===== src/rtl/hazard_fwd_unit.sv =====
// Operand bypass selection, store-data forwarding, and load-use / multi-cycle
// hazard detection backed by an in-order fixed-latency scoreboard.
module hazard_fwd_unit #(
    parameter  int unsigned RW         = 5,
    parameter  int unsigned NUM_SRC    = 2,
    parameter  int unsigned FWD_STAGES = 2,
    parameter  int unsigned MC_LAT     = 4,
    parameter  int unsigned MC_DEPTH   = 2,
    localparam int unsigned SEL_W      = $clog2(FWD_STAGES + 1),
    localparam int unsigned CW         = $clog2(MC_LAT + 1)
) (
    input  logic                       clk,
    input  logic                       rst_n,
    input  logic [NUM_SRC*RW-1:0]      ex_rs,
    input  logic [NUM_SRC-1:0]         ex_src_en,
    input  logic [FWD_STAGES-1:0]      stg_regwr,
    input  logic [FWD_STAGES*RW-1:0]   stg_rd,
    output logic [NUM_SRC*SEL_W-1:0]   fwd_sel,
    input  logic                       mem_memwr,
    input  logic [RW-1:0]              mem_rt,
    output logic                       memdata_fwd,
    input  logic                       ex_is_load,
    input  logic                       ex_regwr,
    input  logic [RW-1:0]              ex_rd,
    input  logic                       id_valid,
    input  logic [NUM_SRC*RW-1:0]      id_rs,
    input  logic [NUM_SRC-1:0]         id_src_en,
    input  logic                       id_regwr,
    input  logic [RW-1:0]              id_rd,
    input  logic                       id_mc,
    output logic                       stall,
    output logic                       bubble,
    output logic                       mc_full,
    output logic                       mc_done,
    output logic [RW-1:0]              mc_done_rd,
    output logic [15:0]                stall_cnt
);

    localparam int unsigned WB = FWD_STAGES - 1;
    localparam int unsigned PW = (MC_DEPTH > 1) ? $clog2(MC_DEPTH) : 1;

    typedef enum logic [1:0] {
        RUN,
        LD_STALL,
        MC_WAIT
    } state_e;

    state_e              state_q, state_d;
    logic [MC_DEPTH-1:0] sb_vld_q, sb_vld_d;
    logic [RW-1:0]       sb_rd_q  [MC_DEPTH];
    logic [RW-1:0]       sb_rd_d  [MC_DEPTH];
    logic [CW-1:0]       sb_cnt_q [MC_DEPTH];
    logic [CW-1:0]       sb_cnt_d [MC_DEPTH];
    logic [PW-1:0]       head_q, head_d;
    logic [PW-1:0]       tail_q, tail_d;
    logic [15:0]         stall_cnt_q, stall_cnt_d;

    logic head_done;
    logic ld_haz;
    logic mc_haz;
    logic alloc;

    function automatic logic [PW-1:0] ptr_inc(input logic [PW-1:0] p);
        return (p == PW'(MC_DEPTH - 1)) ? '0 : p + PW'(1);
    endfunction

    // Walk stages oldest to youngest so the youngest match overwrites.
    always_comb begin
        fwd_sel = '0;
        for (int unsigned s = 0; s < NUM_SRC; s++) begin
            for (int unsigned k = FWD_STAGES; k > 0; k--) begin
                if (ex_src_en[s] && stg_regwr[k-1] &&
                    (stg_rd[(k-1)*RW +: RW] != '0) &&
                    (stg_rd[(k-1)*RW +: RW] == ex_rs[s*RW +: RW])) begin
                    fwd_sel[s*SEL_W +: SEL_W] = SEL_W'(k);
                end
            end
        end
    end

    assign memdata_fwd = mem_memwr & stg_regwr[WB] & (mem_rt != '0) &
                         (stg_rd[WB*RW +: RW] == mem_rt);

    assign head_done  = sb_vld_q[head_q] & (sb_cnt_q[head_q] == CW'(1));
    assign mc_full    = &sb_vld_q;
    assign mc_done    = head_done;
    assign mc_done_rd = head_done ? sb_rd_q[head_q] : '0;

    always_comb begin
        ld_haz = 1'b0;
        if (ex_is_load && ex_regwr && (ex_rd != '0)) begin
            for (int unsigned s = 0; s < NUM_SRC; s++) begin
                if (id_src_en[s] && (id_rs[s*RW +: RW] == ex_rd)) begin
                    ld_haz = 1'b1;
                end
            end
        end
    end

    // A completing entry still blocks: its result lands only at this edge.
    always_comb begin
        mc_haz = id_mc & mc_full & ~head_done;
        for (int unsigned e = 0; e < MC_DEPTH; e++) begin
            if (sb_vld_q[e] && (sb_rd_q[e] != '0)) begin
                if (id_regwr && (id_rd == sb_rd_q[e])) begin
                    mc_haz = 1'b1;
                end
                for (int unsigned s = 0; s < NUM_SRC; s++) begin
                    if (id_src_en[s] && (id_rs[s*RW +: RW] == sb_rd_q[e])) begin
                        mc_haz = 1'b1;
                    end
                end
            end
        end
    end

    assign stall     = id_valid & (ld_haz | mc_haz);
    assign bubble    = stall;
    assign alloc     = id_valid & ~stall & id_mc;
    assign stall_cnt = stall_cnt_q;

    // Free precedes alloc so a full queue can retire and refill one slot.
    always_comb begin
        sb_vld_d = sb_vld_q;
        sb_rd_d  = sb_rd_q;
        sb_cnt_d = sb_cnt_q;
        head_d   = head_q;
        tail_d   = tail_q;
        for (int unsigned e = 0; e < MC_DEPTH; e++) begin
            if (sb_vld_q[e] && (sb_cnt_q[e] > CW'(1))) begin
                sb_cnt_d[e] = sb_cnt_q[e] - CW'(1);
            end
        end
        if (head_done) begin
            sb_vld_d[head_q] = 1'b0;
            head_d           = ptr_inc(head_q);
        end
        if (alloc) begin
            sb_vld_d[tail_q] = 1'b1;
            sb_rd_d[tail_q]  = id_rd;
            sb_cnt_d[tail_q] = CW'(MC_LAT);
            tail_d           = ptr_inc(tail_q);
        end
    end

    always_comb begin
        state_d = state_q;
        unique case (state_q)
            RUN: begin
                if (mc_haz) begin
                    state_d = MC_WAIT;
                end else if (ld_haz) begin
                    state_d = LD_STALL;
                end
            end
            LD_STALL: state_d = RUN;
            MC_WAIT: begin
                if (!mc_haz) begin
                    state_d = RUN;
                end
            end
            default: state_d = RUN;
        endcase
    end

    always_comb begin
        stall_cnt_d = stall_cnt_q;
        if (stall && (stall_cnt_q != 16'hFFFF)) begin
            stall_cnt_d = stall_cnt_q + 16'd1;
        end
    end

    always_ff @(posedge clk) begin
        if (!rst_n) begin
            state_q     <= RUN;
            sb_vld_q    <= '0;
            head_q      <= '0;
            tail_q      <= '0;
            stall_cnt_q <= '0;
            for (int unsigned e = 0; e < MC_DEPTH; e++) begin
                sb_rd_q[e]  <= '0;
                sb_cnt_q[e] <= '0;
            end
        end else begin
            state_q     <= state_d;
            sb_vld_q    <= sb_vld_d;
            head_q      <= head_d;
            tail_q      <= tail_d;
            stall_cnt_q <= stall_cnt_d;
            sb_rd_q     <= sb_rd_d;
            sb_cnt_q    <= sb_cnt_d;
        end
    end

endmodule


===== config.mk =====
export PLATFORM = sky130hd
export DESIGN_NAME = hazard_fwd_unit
export DESIGN_NICKNAME = d
export VERILOG_FILES = /design/src/rtl/hazard_fwd_unit.sv
export SDC_FILE = /design/constraint.sdc
export NUM_CORES = 1
export LEC_CHECK = 0
export BUFFER_PORTS_ARGS = -buffer_cell sky130_fd_sc_hd__buf_2
export CAP_MARGIN = 20
export CORE_ASPECT_RATIO = 1.5
export CORE_MARGIN = 10
export CORE_UTILIZATION = 45
export DETAILED_ROUTE_END_ITERATION = 10
export PLACE_DENSITY = 0.74
export SETUP_SLACK_MARGIN = 0.5
export SYNTH_ARGS = -nofsm -noshare
export SYNTH_HDL_FRONTEND = slang
export SYNTH_SLANG_ARGS = --single-unit

===== constraint.sdc =====
create_clock -name clk -period 6.7 [get_ports clk]
set_input_delay 1.34 -clock clk [delete_from_list [all_inputs] [get_ports clk]]
set_output_delay 1.34 -clock clk [all_outputs]
set_load 0.05 [all_outputs]

# Word level (Yosys, flattened, before mapping)
# Index checks and enable logic that the tools add are counted.
# totals
in_bits,59
out_inout_bits,30
reg_bits,36
wordCells,134
# classes
bitwise_logic,20
n_reduce_logical,37
n_eq_ne,15
order_cmp,9
muxes,40
addsub,5
# op_table
cell,count
$eq A5 B5 Y1,13
$logic_and A1 B1 Y1,30
$reduce_bool A5 Y1,6
$mux W5,5
$mux W3,6
$mux W1,17
$add A16 B1 Y16 const B,1
$ne A16 B16 Y1 const B,1
$mux W2,6
$bwmux W10,1
$and A1 B1 Y1,9
$gt A3 B1 Y1 const B,2
$mux W6,1
$sub A3 B1 Y3 const B,2
$demux W5 S1,1
$and A4 B4 Y4,1
$ge A2 B2 Y1 const B,2
$lt A1 B2 Y1 const B,2
$not A1 Y2,2
$not A4 Y4,1
$or A2 B2 Y2,2
$demux W3 S1,1
$eq A3 B1 Y1 const B,1
$add A1 B1 Y1 const B,2
other kinds (8),11

# Depth between registers and ports, before layout
# Gate-level depths: netlist of the first run.
# logic_depth
ltp_word,22
ltp_mapped,9
ltp_nobuf,8

# Least setup slack after synthesis of the first run
# No wires, ideal clock.
# synth_timing
path_kind,input port to output port
from,in stg_rd[0]
to,out fwd_sel[1]
setup_slack_ns,1.883
cell_stages,4
required_time_ns,5.360
arrival_ns,3.477
n_path_buf,0
cell_sequence,or4_1 > o21ai_0 > nor3_1 > nor3_1
# synth_between
elab_chain_cells,4
elab_cells_between_ends,5
cone_classes,1 x eq/ne; 1 x mux; 3 x reduce/logical
# synth_rtl
item,line_no,source
start: declaration,17,"input logic [FWD_STAGES*RW-1:0] stg_rd,"
$reduce_bool A5 Y1,73,(stg_rd[(k-1)*RW +: RW] != '0) &&
$logic_and A1 B1 Y1,72,if (ex_src_en[s] && stg_regwr[k-1] &&
$logic_and A1 B1 Y1 *,73,
$mux W2 *,72,
end: declaration,18,"output logic [NUM_SRC*SEL_W-1:0] fwd_sel,"
# Mark *: on every way between the ends. The rest lies on a longest branch, timed or not.

# Final worst setup path of the first run
# layout_timing
from,in ex_rd[0]
to,out bubble
# layout_between
elab_chain_cells,7
elab_cells_between_ends,11
cone_classes,2 x eq/ne; 3 x mux; 2 x bitwise; 4 x reduce/logical
# layout_rtl
item,line_no,source
start: declaration,24,"input logic [RW-1:0] ex_rd,"
$eq A5 B5 Y1,93,if (id_src_en[s] && (id_rs[s*RW +: RW] == ex_rd)) begin
$logic_and A1 B1 Y1,93,
$mux W1 (2 in a row),93,
$mux W1 *,91,if (ex_is_load && ex_regwr && (ex_rd != '0)) begin
$or A1 B1 Y1 *,117,assign stall = id_valid & (ld_haz | mc_haz);
$and A1 B1 Y1 *,117,
end: declaration,32,"output logic bubble,"
# Marked as above.

==> results of run 1 <==
[final cells by class]
| type | count | area [sq um] |
|---|---|---|
| fill | 563 | 2585 |
| multi-input combinational | 272 | 1882 |
| sequential | 36 | 720.7 |
| timing repair buffer | 88 | 440.4 |
| tap | 72 | 90.09 |
| clock buffer | 6 | 72.57 |
| inverter | 12 | 45.04 |
| clock inverter | 2 | 35.03 |
[path summary, 6_finish.rpt]
check,from,endpoint,cells after the start
setup / recovery,ex_rd[0],bubble,7
hold / removal,tail_q$_SDFFE_PN0P_,tail_q$_SDFFE_PN0P_,2
setup reg to reg,head_q$_SDFFE_PN0P_,stall_cnt[3]$_SDFFE_PN0P_,7
hold reg to reg,tail_q$_SDFFE_PN0P_,tail_q$_SDFFE_PN0P_,2
[report_power, final]
part	total, mW	switching, mW	internal [mW]	leakage (nW)
clock	0.187	0.0767	0.110	0.0552
sequential	0.226	0.00799	0.218	0.291
combinational	0.0921	0.0479	0.0442	1.16
[worst max-delay path: cells and delay by family]
family | cells | cell delay, ps
buffers and inverters | 3 | 670
and+or+nand+nor | 1 | 360
AOI/OAI and AO/OA | 3 | 1330
[metrics by stage]
stage / worst slack [ps] / hold WS [ps] / area [sq um]
CTS: 1675 / 491.6 / 3286
floorplan: 1883 / 456.2 / 2761
global route: 1506 / 517.4 / 3286
global placement: 1728 / 467.2 / 3178
finish: 1660 / 484.8 / 3286
detailed placement: 1689 / 475.4 / 3178
[cell families (layout without fill, tap and decap cells)]
family                     after synthesis  after routing
and+or+nand+nor                        131            131
xor gates and xnor gates                64             64
muxes                                   25             25
buffers and inverters                   35            108
adders and majority gates                5              5
DFF                                     36             36
AOI/OAI and AO/OA                       47             47
[cell usage in the layout, fill, tap and decap left out, drive strengths merged, types with 5 or more instances in the layout]
cell type | netlist | routed
mux2i | 25 | 25
nand3 | 18 | 18
nand2b | 13 | 13
xor2 | 32 | 32
nor2 | 28 | 28
nand4 | 10 | 10
o21ai | 7 | 7
clkbuf | 12 | 6
nor3 | 5 | 5
a31oi | 7 | 7
nor4 | 11 | 11
ha | 5 | 5
nand2 | 25 | 25
inv | 11 | 11
or4 | 6 | 6
dfxtp | 36 | 36
xnor2 | 32 | 32
a21oi | 12 | 12
buf | 11 | 88
[state kept, by name, indices dropped and copies added (netlist names)]
| signal | cells |
|---|---|
| sb_vld_q | 2 |
| sb_rd_q | 10 |
| sb_cnt_q | 6 |
| tail_q | 1 |
| stall_cnt | 16 |
| head_q | 1 |
[layer usage]
| metal | up-vias | part of all wire [%] | GRT usage (%) |
|---|---|---|---|
| li1 | 1353 | - | - |
| met1 | 1241 | 40 | 15.34 |
| met2 | 68 | 52 | 27.63 |
| met3 | 18 | 5.7 | 3.862 |
| met4 | 0 | 2.5 | 5.935 |
| met5 | - | 0 | 0 |
==> results.py, run 1 <==
metrics = {
    "yosys": {
        "synth_top_area_share_pct": 26.10,
        "netlist_instances": 343,
        "synth-xor-area-share_pct": 20.30,
        "synth_simple_gate_area_share_pct": 25.01,
        "seq_area_frac_synth_pct": 26.10,
        "yosys_warnings": 0,
        "yosys.cell_types.count": 47,
        "avgSynthCellArea_sq_um": 8.051,
        "ys_top_cells_by_count": "36 x dfxtp_1, 32 x xnor2_1, 32 x xor2_1",
        "synth_area_sq_mm": 0.002761,
        "synthAdderAreaFrac_pct": 2.266,
        "async_reset_ff_share_pct": 0,
        "synth_top_family_by_area": "simple AND/OR/NAND/NOR gates",
        "yosysTopAreaCell": "dfxtp_1",
        "ys_ff_latch": 36,
        "syn_nets": 407,
        "synthTopCellsByArea": "dfxtp_1 26%, xnor2_1 10%, xor2_1 10%",
        "ys.flop_type": "dfxtp_1",
        "synth_enable_flop_cells": 0,
        "synthMuxAreaShare_pct": 9.062,
        "synth_compound_area_share_pct": 11.51,
        "synth_most_common_cell": "dfxtp_1",
    },
    "placed_design": {
        "io_buffers": 88,
        "dpl.hpwl_um": 5957,
        "dp.cells": 480,
        "place_congestion": 0.8743,
    },
    "sta": {
        "setup_violations": 0,
        "fin_crit_ps": 5040,
        "fmax_mhz": 198.4,
        "setup_tns_ps": 0,
        "final_max_slew_viol_count": 0,
        "slew_headroom_pct": 42.80,
        "hold_viol": 0,
        "tightest_slew_ps": 852.9,
        "finalCritPeriodShare_pct": 75.23,
        "fin_skew_ps": 3.128,
        "rsz0062_at_grt": "false",
    },
    "global_route": {
        "grt.total_usage_pct": 14.79,
        "grt_pass1_vias": 2750,
        "grt_first_pass_wirelength_um": 12250,
        "antenna_found_initial": 0,
        "grt-ovfl-total": 0,
        "grt_max_degree": 32,
    },
    "cells_and_area": {
        "finalNetCount": 479,
        "fin_cells": 488,
        "post-route-util_pct": 55.97,
        "layout-drive-gt1-share_pct": 24.28,
        "diodes": 0,
        "syn_to_final_growth_pct": 18.99,
    },
    "route": {
        "firstDrtPassIters": 4,
        "drt_iter0_drc": 119,
        "drt-vias-per-instance": 5.492,
        "drcViolationCount": 0,
        "detail-route-antenna-nets": 0,
        "wl_per_cell_um": 15.22,
        "wl_um": 7429,
        "vias": 2680,
    },
    "critical_path": {
        "crit_type": "input pin to primary output",
        "required_ps": 5360,
        "end_kind": "primary output",
        "worstPathCellList": "buf_2, or3_1, o311a_1, a32o_1, o31ai_2, inv_2, buf_2",
        "cp-start-kind": "input pin",
        "r2r_slack_ps": 3780,
        "cpPeakStageDelay_ps": 760,
        "arrival_ps": 3700,
        "cp_common_cell": "buf_2",
        "critPathSlowestCell": "o31ai_2",
        "critPathMaxFanout": 13,
    },
    "floorplanning": {
        "rows": 34,
        "core_area_sq_mm": 0.005871,
        "initial_utilization_pct": 47.04,
        "fp.dieW_um": 83.96,
        "io_pins": 89,
        "dieHeight_um": 115.9,
        "die_area_sq_mm": 0.009734,
    },
    "job": {
        "drv_cap": 0,
    },
    "hold_path": {
        "holdCritPathClass": "flip-flop to flip-flop",
    },
    "clock_network": {
        "cts_setup_buffers": 0,
        "holdBufCountCts": 0,
        "cts_buffers": 5,
        "clk_pin_slew_ps": 70,
        "clock_latency_ps": 290,
        "cts_sinks": 36,
        "htree_num_levels": 2,
        "clock_path_buffers": 2,
        "cts_tree": "done",
        "cts-root-buf": "clkbuf_8",
        "cts_resized": 0,
    },
    "status": {
        "status": "completed",
    },
    "power_and_ir_drop": {
        "finalPower_uw": 505.5,
        "vdd_drop_max_v": 0.0001138,
        "p_leak_nw": 1.507,
        "powerDensity_mw_per_mm2": 153.9,
    },
}
No activity file was read; power rests on OpenSTA's default activity.
==> run 2: changes to the inputs <==
--- a/config.mk
+++ b/config.mk
@@ -11,7 +11,7 @@
 export CORE_MARGIN = 10
 export CORE_UTILIZATION = 45
 export DETAILED_ROUTE_END_ITERATION = 10
-export PLACE_DENSITY = 0.74
+export PLACE_DENSITY = 0.77
 export SETUP_SLACK_MARGIN = 0.5
 export SYNTH_ARGS = -nofsm -noshare
 export SYNTH_HDL_FRONTEND = slang
==> constraint.sdc (replaced) <==
create_clock -name clk -period 4.41 [get_ports clk]
set_input_delay 0.882 -clock clk [delete_from_list [all_inputs] [get_ports clk]]
set_output_delay 0.882 -clock clk [all_outputs]
set_load 0.05 [all_outputs]
==> run 2 against run 1 <==
Effect of this change: core utilization is 0.21 points lower; clock-buffer cell count shrank 1; register-to-register slack got worse by 1900 ps; critical path type unchanged.
==> results.py, run 2 (synthesized netlist as in run 1, its figures left out) <==
metrics = {
    "critical_path": {
        "end_kind": "primary output",
        "r2r_start": "head_q$_SDFFE_PN0P_",
        "crit_type": "input pin to primary output",
        "critPathSlowestCell": "or3_1",
        "arrival_ps": 2660,
        "worstPathCellList": "buf_2, or3_1, o311a_1, a32o_1, o31ai_2, inv_2, buf_2",
        "cpPeakStageDelay_ps": 370,
        "critPathMaxFanout": 11,
        "cp_common_cell": "buf_2",
        "cp-startpoint": "ex_rd[0]",
        "required_ps": 3530,
        "cp-start-kind": "input pin",
    },
    "global_route": {
        "grt.total_usage_pct": 14.67,
        "grt_first_pass_wirelength_um": 12170,
        "grt-ovfl-total": 0,
        "grt_pass1_vias": 2791,
        "antenna_found_initial": 0,
        "grt_max_degree": 32,
    },
    "hold_path": {
        "holdCritPathClass": "flip-flop to flip-flop",
        "holdCritStartpoint": "stall_cnt[1]$_SDFFE_PN0P_",
    },
    "floorplanning": {
        "fp.dieW_um": 83.96,
        "dieHeight_um": 115.9,
        "core_area_sq_mm": 0.005871,
        "rows": 34,
        "io_pins": 89,
        "initial_utilization_pct": 47.04,
        "die_area_sq_mm": 0.009734,
    },
    "clock_network": {
        "clock_path_buffers": 2,
        "cts-root-buf": "clkbuf_8",
        "holdBufCountCts": 0,
        "cts_sinks": 36,
        "cts_tree": "done",
        "cts_resized": 0,
        "htree_num_levels": 2,
        "clk_pin_slew_ps": 80,
        "cts_setup_buffers": 0,
        "clock_latency_ps": 290,
        "cts_buffers": 5,
    },
    "cells_and_area": {
        "post-route-cell-area_sq_mm": 0.003273,
        "largest_register_ffs": 16,
        "finalNetCount": 480,
        "layout-drive-gt1-share_pct": 24.70,
        "syn_to_final_growth_pct": 18.53,
        "diodes": 0,
        "layout_commonest_cell": "buf_2",
        "layout_common_cells": "88 x buf_2, 36 x dfxtp_1, 32 x xnor2_1, 32 x xor2_1, 28 x nor2_1",
    },
    "sta": {
        "rsz0062_at_grt": "false",
        "setup_violations": 0,
        "setup_tns_ps": 0,
        "fmax_mhz": 282.1,
        "fin_crit_ps": 3545,
        "slew_headroom_pct": 52.24,
        "hold_viol": 0,
        "finalCritPeriodShare_pct": 80.39,
        "final_max_slew_viol_count": 0,
        "tightest_slew_ps": 716.4,
        "fin_skew_ps": 7.774,
    },
    "placed_design": {
        "place_congestion": 0.8393,
        "post_dp_cell_area_sq_mm": 0.003186,
        "dpl.hpwl_um": 6078,
        "io_buffers": 88,
    },
    "status": {
        "status": "completed",
    },
    "route": {
        "drt-vias-per-instance": 5.515,
        "vias": 2697,
        "firstDrtPassIters": 4,
        "drcViolationCount": 0,
        "wl_um": 7430,
        "wl_per_cell_um": 15.19,
        "drt_iter0_drc": 115,
        "detail-route-antenna-nets": 0,
    },
    "power_and_ir_drop": {
        "powerDensity_mw_per_mm2": 218.9,
        "p_leak_nw": 1.504,
        "vdd_drop_max_v": 0.0002273,
    },
    "job": {
        "drv_cap": 0,
    },
}
run 2: critical path: cells and delay by family:
family / cells / cell delay (ps)
AOI/OAI and AO/OA: 3 / 880
buffers and inverters: 3 / 530
and+or+nand+nor: 1 / 370
run 2: power by group:
group	total, mW	switching, mW	internal [mW]
clock	0.233	0.123	0.110
sequential	0.343	0.0119	0.332
combinational	0.140	0.0727	0.0673
run 2: worst paths after layout:
path	end	slack, ps	cells after the start
max reg2reg	sb_rd_q[6]$_SDFFE_PN0P_	1830	6
min reg2reg	stall_cnt[1]$_SDFFE_PN0P_	490	2
max	bubble	860	7
min	stall_cnt[1]$_SDFFE_PN0P_	490	2
run 2: cell type report:
cell class,count,area [sq um]
Clock buffer,5,68.82
Fill cell,550,2597
Sequential cell,36,720.7
Clock inverter,3,18.77
Multi-Input combinational cell,272,1882
Tap cell,72,90.09
Inverter,12,45.04
Timing Repair Buffer,89,447.9
run 2: per-stage QoR:
step | std cells | utilization, % | total power [mW] | setup WS, ps | hold slack, ps
6_report | 489 | 55.75 | 0.7163 | 864.9 | 492.3
5_1_grt | 489 | 55.75 | 0.7503 | 770.8 | 499.1
4_1_cts | 489 | 55.75 | 0.7241 | 845.7 | 487.3
3_5_place_dp | 481 | 54.26 | 0.4912 | 859.9 | 475.2
3_3_place_gp | 481 | 54.26 | 0.4869 | 861.5 | 466.7
2_1_floorplan | 343 | - | 0.4347 | 509.1 | 456.2
run 2: metal layers:
layer  global-route usage (%)  up-vias  share of wire, %
li1                         -     1351                 -
met1                    13.74     1263                38
met5                        0        -                 0
met3                    4.565       15               6.0
met4                    6.719        0               2.5
met2                    28.34       68                53
==> run 3: changes to the inputs <==
--- a/config.mk
+++ b/config.mk
@@ -5,13 +5,14 @@
 export SDC_FILE = /design/constraint.sdc
 export NUM_CORES = 1
 export LEC_CHECK = 0
+export ABC_AREA = 1
 export BUFFER_PORTS_ARGS = -buffer_cell sky130_fd_sc_hd__buf_2
 export CAP_MARGIN = 20
 export CORE_ASPECT_RATIO = 1.5
 export CORE_MARGIN = 10
 export CORE_UTILIZATION = 45
 export DETAILED_ROUTE_END_ITERATION = 10
-export PLACE_DENSITY = 0.77
+export PLACE_DENSITY = 0.75
 export SETUP_SLACK_MARGIN = 0.5
 export SYNTH_ARGS = -nofsm -noshare
 export SYNTH_HDL_FRONTEND = slang
==> constraint.sdc (replaced) <==
create_clock -name clk -period 3.2 [get_ports clk]
set_input_delay 0.64 -clock clk [delete_from_list [all_inputs] [get_ports clk]]
set_output_delay 0.64 -clock clk [all_outputs]
set_load 0.05 [all_outputs]
==> run 3 against run 2 <==
Effect of this change: sequential power is 39% higher; critical path depth is 1 higher; total power is 59% higher.
==> results.py, run 3 <==
metrics = {
    "critical_path": {
        "cp-start-kind": "input pin",
        "cpPeakStageDelay_ps": 390,
        "critPathTopFamily": "simple AND/OR/NAND/NOR gates",
        "required_ps": 2560,
        "cp_common_cell": "buf_2",
        "critPathMaxFanout": 4,
        "worstPathCellList": "buf_2, inv_12, nand2_2, o21ai_1, or3_4, nor4_4, nor2_4, buf_2",
        "end_kind": "primary output",
        "critPathSlowestCell": "or3_4",
        "worst-path-buf-inv": 3,
        "crit_type": "input pin to primary output",
        "arrival_ps": 2010,
    },
    "sta": {
        "setup_violations": 0,
        "slew_headroom_pct": 41.17,
        "fin_crit_ps": 2649,
        "hold_viol": 0,
        "setup_tns_ps": 0,
        "rsz0062_at_grt": "false",
        "fin_skew_ps": 11.89,
        "final_max_slew_viol_count": 0,
        "tightest_slew_ps": 881.5,
        "fmax_mhz": 377.5,
        "finalCritPeriodShare_pct": 82.79,
    },
    "clock_network": {
        "clk_pin_slew_ps": 70,
        "cts-root-buf": "clkbuf_8",
        "cts_sinks": 36,
        "cts_buffers": 5,
        "holdBufCountCts": 0,
        "clock_latency_ps": 290,
        "cts_setup_buffers": 0,
        "cts_tree": "done",
        "htree_num_levels": 2,
        "clock_path_buffers": 2,
    },
    "yosys": {
        "synth_top_area_share_pct": 22.73,
        "netlist_instances": 544,
        "syn_nets": 608,
        "synth_most_common_cell": "nand2_1",
        "avgSynthCellArea_sq_um": 5.828,
        "yosys_warnings": 0,
        "async_reset_ff_share_pct": 0,
        "seq_area_frac_synth_pct": 22.73,
        "yosys.cell_types.count": 36,
        "synth_enable_flop_cells": 0,
        "yosysTopAreaCell": "dfxtp_1",
        "synth_area_sq_mm": 0.003171,
        "ys_top_cells_by_count": "165 x nand2_1, 98 x nor2_1, 66 x inv_1",
        "synthTopCellsByArea": "dfxtp_1 23%, nand2_1 20%, nor2_1 12%",
        "ys_ff_latch": 36,
        "ys.flop_type": "dfxtp_1",
    },
    "route": {
        "top_layer": "met4",
        "firstDrtPassIters": 5,
        "vias": 3683,
        "drcViolationCount": 0,
        "detail_route.wirelength.met1_um": 3831,
        "drt-vias-per-instance": 5.217,
        "wl_per_cell_um": 13.81,
        "wl_met2_um": 4916,
        "wl_met3_um": 613,
        "detail-route-antenna-nets": 0,
        "wl_um": 9751,
        "drt_iter0_drc": 140,
    },
    "cells_and_area": {
        "layout-drive-gt1-share_pct": 23.09,
        "layout_commonest_cell": "nand2_1",
        "finalNetCount": 691,
        "layout_common_cells": "163 x nand2_1, 95 x nor2_1, 85 x buf_2, 63 x inv_1, 33 x nand3_1",
        "syn_to_final_growth_pct": 22.18,
        "largest_register_ffs": 16,
        "fin_cells": 706,
        "diodes": 0,
    },
    "floorplanning": {
        "fp.dieW_um": 88.54,
        "rows": 37,
        "initial_utilization_pct": 46.27,
        "dieHeight_um": 122.8,
        "io_pins": 89,
        "die_area_sq_mm": 0.01087,
        "core_area_sq_mm": 0.006852,
    },
    "placed_design": {
        "place_congestion": 0.9216,
        "dp.cells": 698,
        "io_buffers": 88,
        "dpl.hpwl_um": 7935,
    },
    "global_route": {
        "antenna_found_initial": 0,
        "grt-ovfl-total": 0,
        "grt_pass1_vias": 3595,
        "grt_max_degree": 23,
        "grt_first_pass_wirelength_um": 15770,
        "grt.total_usage_pct": 17.58,
    },
    "hold_path": {
        "holdCritPathClass": "flip-flop to flip-flop",
    },
    "power_and_ir_drop": {
        "powerDensity_mw_per_mm2": 294.0,
        "p_leak_nw": 1.905,
        "vdd_drop_max_v": 0.0003175,
    },
    "status": {
        "status": "completed",
    },
    "job": {
        "drv_cap": 0,
    },
}
-- run 3: timing repair --
| action | CTS | global route |
|---|---|---|
| endpoints found under the setup margin | 7 | 4 |
| resized for setup | 1 | 7 |
| pin swaps | 0 | 0 |
-- run 3: metrics by stage --
step / total power [mW] / area (sq um) / util, % / hold WS [ps] / setup slack [ps]
floorplan: 0.6558 / 3294 / - / 477.1 / 457.5
global placement: 0.7446 / 3752 / 54.77 / 493.1 / 542.3
detailed placement: 0.7503 / 3752 / 54.77 / 504.1 / 507.9
CTS: 1.151 / 3861 / 56.36 / 517.5 / 507.3
global route: 1.202 / 3874 / 56.54 / 540.7 / 503.7
finish: 1.139 / 3874 / 56.54 / 514.7 / 550.8
-- run 3: worst paths after layout --
kind / cells after the start / slack [ps] / from / end
setup / recovery: 8 / 550 / stg_rd[1] / fwd_sel[3]
hold / removal: 2 / 510 / stall_cnt[15]$_SDFFE_PN0P_ / stall_cnt[15]$_SDFFE_PN0P_
setup reg to reg: 10 / 990 / stall_cnt[0]$_SDFFE_PN0P_ / stall_cnt[0]$_SDFFE_PN0P_
hold reg to reg: 2 / 510 / stall_cnt[15]$_SDFFE_PN0P_ / stall_cnt[15]$_SDFFE_PN0P_
-- run 3: worst min-delay path: cells and delay by family (launching register included) --
kind               cells  cell delay [ps]
DFF                    1              350
and+or+nand+nor        1               80
AOI/OAI and AO/OA      1               40
-- run 3: cell type report --
| class | instances | area (sq um) |
|---|---|---|
| multi-input cells | 429 | 2220 |
| fillers | 697 | 2978 |
| repair buffers | 89 | 455.4 |
| well taps | 78 | 97.59 |
| clock inverters | 2 | 35.03 |
| clock buffers | 6 | 72.57 |
| flip-flops and latches | 36 | 729.5 |
| inverters | 66 | 264.0 |
-- run 3: kinds of logic after synthesis --
| logic type | after synthesis | share of synthesized area (%) |
|---|---|---|
| muxes | 1 | 0.3551 |
| and+or+nand+nor | 341 | 46.17 |
| DFF | 36 | 22.73 |
| adders and majority gates | 5 | 1.973 |
| AOI/OAI and AO/OA | 59 | 12.19 |
| buffers and inverters | 79 | 10.22 |
| xor gates and xnor gates | 23 | 6.354 |
-- run 3: report_power, final --
| part | switching [mW] | internal (mW) |
|---|---|---|
| logic | 0.168 | 0.0956 |
| registers | 0.0172 | 0.460 |
| clock network | 0.167 | 0.231 |
| total | 0.352 | 0.787 |
-- run 3: per-layer routing --
metal / GRT usage, % / vias to the layer above
met2: 32.36 / 119
met4: 8.621 / 0
met3: 3.382 / 34
met5: 0 / -
met1: 18.34 / 1633
li1: - / 1897
